[src/rtl/lc3b_types.sv]
// lc3b_types: shared LC-3b datapath types.
//   lc3b_word        - 16-bit machine word / byte address.
//   lc3b_fetch_entry - fetched instruction paired with its incremented PC.
//   PC_RESET         - fetch PC after reset.
//   pc_inc()         - PC + 2, 16-bit modulo (FFFE wraps to 0000).
package lc3b_types;

    typedef logic [15:0] lc3b_word;

    typedef struct packed {
        lc3b_word word;
        lc3b_word pc;
    } lc3b_fetch_entry;

    localparam lc3b_word PC_RESET = 16'h0000;

    function automatic lc3b_word pc_inc(input lc3b_word pc);
        return pc + 16'd2;
    endfunction

endpackage

[src/rtl/fetch_unit_queue.sv]
// fetch_queue: 2-entry synchronous FIFO of fetched instructions.
//   push/push_entry - write an entry (ignored if it would overflow)
//   pop             - drop the head entry (ignored when empty)
//   flush           - empty the queue at the next edge; overrides push/pop
//   count           - number of valid entries (0..2)
//   head            - oldest entry, straight from a register
// Entry 0 is always the head; a pop shifts entry 1 down so the head output
// never goes through a read-pointer mux.
module fetch_queue
    import lc3b_types::*;
(
    input  logic            clk,
    input  logic            rst_n,
    input  logic            push,
    input  lc3b_fetch_entry push_entry,
    input  logic            pop,
    input  logic            flush,
    output logic [1:0]      count,
    output lc3b_fetch_entry head
);

    lc3b_fetch_entry entry_q [2];
    lc3b_fetch_entry entry_d [2];
    logic [1:0]      count_q;
    logic [1:0]      count_d;
    logic            pop_ok;
    logic            push_ok;
    logic [1:0]      kept;

    always_comb begin
        entry_d = entry_q;
        count_d = count_q;
        pop_ok  = pop && (count_q != 2'd0);
        // Entries surviving this cycle's pop; also the slot a push lands in.
        kept    = count_q - {1'b0, pop_ok};
        push_ok = push && (kept < 2'd2);
        if (flush) begin
            count_d = 2'd0;
        end else begin
            if (pop_ok) begin
                entry_d[0] = entry_q[1];
            end
            if (push_ok) begin
                entry_d[kept[0]] = push_entry;
            end
            count_d = kept + {1'b0, push_ok};
        end
    end

    always_ff @(posedge clk or negedge rst_n) begin
        if (!rst_n) begin
            count_q    <= 2'd0;
            entry_q[0] <= '0;
            entry_q[1] <= '0;
        end else begin
            count_q <= count_d;
            entry_q <= entry_d;
        end
    end

    assign count = count_q;
    assign head  = entry_q[0];

endmodule

[src/rtl/fetch_unit.sv]
// fetch_unit: LC-3b instruction fetch stage feeding the IR.
//   clk, rst_n                - clock, asynchronous active-low reset
//   mem_address/mem_read      - outstanding instruction fetch (held until mem_resp)
//   mem_rdata/mem_resp        - returned word, one-cycle completion pulse
//   redirect/redirect_pc      - flush and restart fetch at redirect_pc (bit 0 forced 0)
//   ir_ready                  - IR can accept this cycle
//   ir_valid/ir_word/ir_pc    - registered queue head; ir_pc is the head address + 2
//   ir_load                   - ir_valid & ir_ready & ~redirect
module fetch_unit #(
    parameter int          QDEPTH   = 2,
    parameter logic [15:0] PC_RESET = lc3b_types::PC_RESET
) (
    input  logic        clk,
    input  logic        rst_n,
    output logic [15:0] mem_address,
    output logic        mem_read,
    input  logic [15:0] mem_rdata,
    input  logic        mem_resp,
    input  logic        redirect,
    input  logic [15:0] redirect_pc,
    input  logic        ir_ready,
    output logic        ir_valid,
    output logic [15:0] ir_word,
    output logic [15:0] ir_pc,
    output logic        ir_load
);

    import lc3b_types::*;

    localparam logic [1:0] S_IDLE = 2'd0;
    localparam logic [1:0] S_REQ  = 2'd1;
    localparam logic [1:0] S_DROP = 2'd2;

    localparam logic [2:0] QDEPTH_W = 3'(QDEPTH);

    logic [1:0]      state_q, state_d;
    lc3b_word        fetch_pc_q, fetch_pc_d;
    lc3b_word        req_addr_q, req_addr_d;
    lc3b_word        redirect_tgt;
    logic [1:0]      q_count;
    lc3b_fetch_entry q_head;
    lc3b_fetch_entry push_entry;
    logic            push;
    logic            pop;
    logic [2:0]      count_after;

    assign redirect_tgt = redirect_pc & 16'hFFFE;

    assign ir_valid = (q_count != 2'd0);
    assign ir_word  = q_head.word;
    assign ir_pc    = q_head.pc;
    assign ir_load  = ir_valid & ir_ready & ~redirect;
    assign pop      = ir_load;

    assign push_entry  = '{word: mem_rdata, pc: pc_inc(req_addr_q)};
    assign mem_address = req_addr_q;

    always_comb begin
        state_d     = state_q;
        fetch_pc_d  = fetch_pc_q;
        req_addr_d  = req_addr_q;
        mem_read    = 1'b0;
        push        = 1'b0;
        count_after = {1'b0, q_count};
        case (state_q)
            S_IDLE: begin
                if (redirect) begin
                    fetch_pc_d = redirect_tgt;
                end else if ({1'b0, q_count} < QDEPTH_W) begin
                    req_addr_d = fetch_pc_q;
                    state_d    = S_REQ;
                end
            end
            S_REQ: begin
                mem_read = 1'b1;
                if (redirect) begin
                    fetch_pc_d = redirect_tgt;
                    if (mem_resp) begin
                        // Response is stale; reissue straight at the target.
                        req_addr_d = redirect_tgt;
                    end else begin
                        // Request stays on the bus until memory answers it.
                        state_d = S_DROP;
                    end
                end else if (mem_resp) begin
                    push        = 1'b1;
                    fetch_pc_d  = pc_inc(fetch_pc_q);
                    count_after = {1'b0, q_count} + 3'd1 - {2'b0, pop};
                    if (count_after < QDEPTH_W) begin
                        req_addr_d = pc_inc(fetch_pc_q);
                    end else begin
                        state_d = S_IDLE;
                    end
                end
            end
            S_DROP: begin
                mem_read = 1'b1;
                if (redirect) begin
                    fetch_pc_d = redirect_tgt;
                end
                if (mem_resp) begin
                    req_addr_d = redirect ? redirect_tgt : fetch_pc_q;
                    state_d    = S_REQ;
                end
            end
            default: begin
                state_d = S_IDLE;
            end
        endcase
    end

    always_ff @(posedge clk or negedge rst_n) begin
        if (!rst_n) begin
            state_q    <= S_IDLE;
            fetch_pc_q <= PC_RESET;
            req_addr_q <= PC_RESET;
        end else begin
            state_q    <= state_d;
            fetch_pc_q <= fetch_pc_d;
            req_addr_q <= req_addr_d;
        end
    end

    fetch_queue u_queue (
        .clk        (clk),
        .rst_n      (rst_n),
        .push       (push),
        .push_entry (push_entry),
        .pop        (pop),
        .flush      (redirect),
        .count      (q_count),
        .head       (q_head)
    );

endmodule
[config.mk]
export PLATFORM = sky130hd
export DESIGN_NAME = fetch_unit
export DESIGN_NICKNAME = d
export VERILOG_FILES = /design/src/rtl/lc3b_types.sv /design/src/rtl/fetch_unit_queue.sv /design/src/rtl/fetch_unit.sv
export SDC_FILE = /design/constraint.sdc
export NUM_CORES = 1
export LEC_CHECK = 0
export BUFFER_PORTS_ARGS = -buffer_cell sky130_fd_sc_hd__buf_2
export CORE_MARGIN = 2
export CORE_UTILIZATION = 55
export DETAILED_ROUTE_END_ITERATION = 8
export HOLD_SLACK_MARGIN = 0.08
export PLACE_DENSITY = 0.76
export SETUP_SLACK_MARGIN = 0.5
export SYNTH_ARGS = -nofsm -noshare
export SYNTH_HDL_FRONTEND = slang
export SYNTH_SLANG_ARGS = --single-unit
[constraint.sdc]
create_clock -name clk -period 3.3 [get_ports clk]
set_input_delay 0.33 -clock clk [delete_from_list [all_inputs] [get_ports clk]]
set_output_delay 0.33 -clock clk [all_outputs]
set_load 0.02 [all_outputs]
==> results_dict.tcl <==
set metrics [dict create \
    synth_cell_types 61 \
    setup_viol 0 \
    die_w_um 110 \
    dr.pass1.iters 5 \
    hold_viol_final 0 \
    vias_per_cell 6.26 \
    fin_crit_ns 2.70 \
    grt_pass1_wl_mm 25.1 \
    route.vias.total 5421 \
    multi_input_area_sq_um 3090 \
    grt_usage 0.267 \
    io_pins 88 \
    max_freq_mhz 371 \
    grt_pass1_vias 4959 \
    ant_nets 0 \
    drv_slew 0 \
    drive_gt1_frac 0.190 \
    drc 0 \
    hold_start "mem_rdata[12]" \
    drt-initial-drc-count 605 \
    yosysTopAreaCell "dfrtp_1" \
    cts.clk_slew.worst_paths_ns 0.09 \
    worstPathArrival_ns 2.96 \
    worstPathRequired_ns 3.56 \
    n_fill_cell 952 \
    crit_fanout 20 \
    synth.avg_cell_area_sq_um 8.78 \
    synth_top_area_frac 0.407 \
    cts.root.buffer_cell "clkbuf_8" \
    max_cap_violations 0 \
    worst_pin_slew_ns 0.820 \
    clk_latency_ns 0.38 \
    final_cell_mix "nand2_1 (102), dfrtp_1 (100), buf_2 (85)" \
    path_class "reg -> reg" \
    ff_latch_area_sq_um 2500 \
    r2r-start "state_q[0]" \
    grt-ovfl-total 0 \
    initial_utilization 0.564 \
    tns_ns 0 \
    ys_seq_area_frac 0.407 \
    fin_crit_sh 0.818 \
    synth_nets 745 \
    coreArea_sq_um 10900 \
    layout.cells.most_common "nand2_1" \
    synth-async-reset-ratio 1.00 \
    post-dp-hpwl_mm 10.6 \
    skew_ns 0.00689 \
    wire_per_inst_um 18.0 \
    outcome "finished, final reports clean" \
    row_count 38 \
    ctsHtreeMaxLevel 3 \
    synth-edff-count 0 \
    finalWirelength_mm 15.6 \
    place_inst 850 \
    postSynthCellCount 700 \
    gp_routability_congestion 0.886 \
    slew_headroom 0.453 \
    rsz0062_at_grt "no" \
    cts_buffers 9 \
    diodes 0 \
    nets 767 \
    fin_cells 866 \
    cp-start-kind "flop" \
    critPathCaptureType "flop" \
    min_path_type "in -> reg" \
    ys.flop_type "dfrtp_1" \
    ir_drop_mv 0.466 \
    fin_ws_ns 0.601 \
    die_y_um 110 \
    die_area_sq_um 12000 \
    final_core_util 0.608 \
    synth_area_leaders "dfrtp_1 (41%), nand2_1 (6.2%), mux2i_1 (6.0%), buf_4 (4.3%), o21ai_0 (3.3%)" \
    synthesis.area_sq_um 6150 \
    synth_warnings 0 \
    io_buffers 86 \
    antenna_found_initial 0 \
    synthToLayoutAreaGrowth_pct 7.65 \
    cp-startpoint "state_q[0]" \
    cts_setup_buffers 0 \
    ys_seq_elements 100 \
    leakagePower_nw 2.95 \
    cts.sinks 100 \
    power_density_nw_per_um2 1010 \
    cts_tree "done" \
    dp_slack_ns 0.637 \
    cts.path.max_buffers 2 \
    grt_max_degree 101 \
]
==> power breakdown <==
group / switching (mW) / leakage (nW) / internal (mW)
sequential: 0.602 / 1.24 / 1.77
combinational: 2.10 / 1.60 / 1.34
clock: 0.447 / 0.103 / 0.429
==> routing by layer <==
layer,track usage,vias to the layer above,part of all wire
li1,-,2544,-
met1,0.382,2638,0.45
met2,0.419,222,0.47
met3,0.0480,17,0.067
met4,0.0732,0,0.013
met5,0,-,0
==> synth_stat cells, drive strengths merged (7+ instances only) <==
| library cell | count |
|---|---|
| or4 | 8 |
| nand2 | 102 |
| a21oi | 23 |
| nor2b | 8 |
| nand3 | 20 |
| o31ai | 13 |
| mux2 | 10 |
| xnor2 | 12 |
| nor2 | 33 |
| buf | 55 |
| clkbuf | 35 |
| a31oi | 23 |
| nand4 | 16 |
| dfrtp | 100 |
| o21ai | 41 |
| nor3 | 12 |
| ha | 8 |
| and3 | 7 |
| o22ai | 11 |
| mux2i | 37 |
| inv | 19 |
| nor4 | 17 |
==> final timing paths <==
kind	slack, ns	to	cells after the start
worst min register to register	0.49	flop	2
worst max register to register	0.60	mem_address[1]	7
min in group asynchronous	0.55	u_queue.head[24]	3
worst min-delay path	0.16	flop	3
max in group asynchronous	2.35	u_queue.head[3]	3
worst max-delay path	0.60	mem_address[1]	7
==> cell type report <==
class                      count  area share
clock buffer                  10      0.0193
clock inverter                 5      0.0129
inverter                      20      0.0113
multi-input combinational    490       0.467
sequential                   100       0.378
tap                          140      0.0265
timing repair buffer         101      0.0847
==> worst max-delay path: stages, from the launching register on <==
cell	delay [ns]
dfrtp_1	0.43
inv_1	0.10
ha_1	0.70
nor3_1	0.13
a21oi_1	0.16
buf_4	0.19
and3_1	0.48
mux2_2	0.40
==> stage by stage <==
| stage | total power [mW] | cell area (sq um) | hold WS (ns) |
|---|---|---|---|
| 6_report | 6.69 | 6620 | 0.161 |
| 4_1_cts | 6.65 | 6610 | 0.145 |
| 3_5_place_dp | 5.77 | 6390 | 0.445 |
| 2_1_floorplan | 5.04 | 6150 | 0.0344 |
| 3_3_place_gp | 5.66 | 6390 | 0.440 |
| 5_1_grt | 7.15 | 6620 | 0.157 |
==> timing repair <==
action                                 4_1_cts  5_1_grt
endpoints found under the hold margin      100        0
setup endpoints to repair                    0       15
resized for setup                            0        1
hold buffers                                 1        0
==> cells by family after synthesis <==
logic type	after synthesis	synth area share
buf+inv	110	0.0920
compound gates	168	0.180
simple gates	252	0.205
fa+ha+maj	8	0.0163
mux	47	0.0786
xor+xnor	15	0.0214
flops	100	0.407
(Power assumes the default switching activity.)
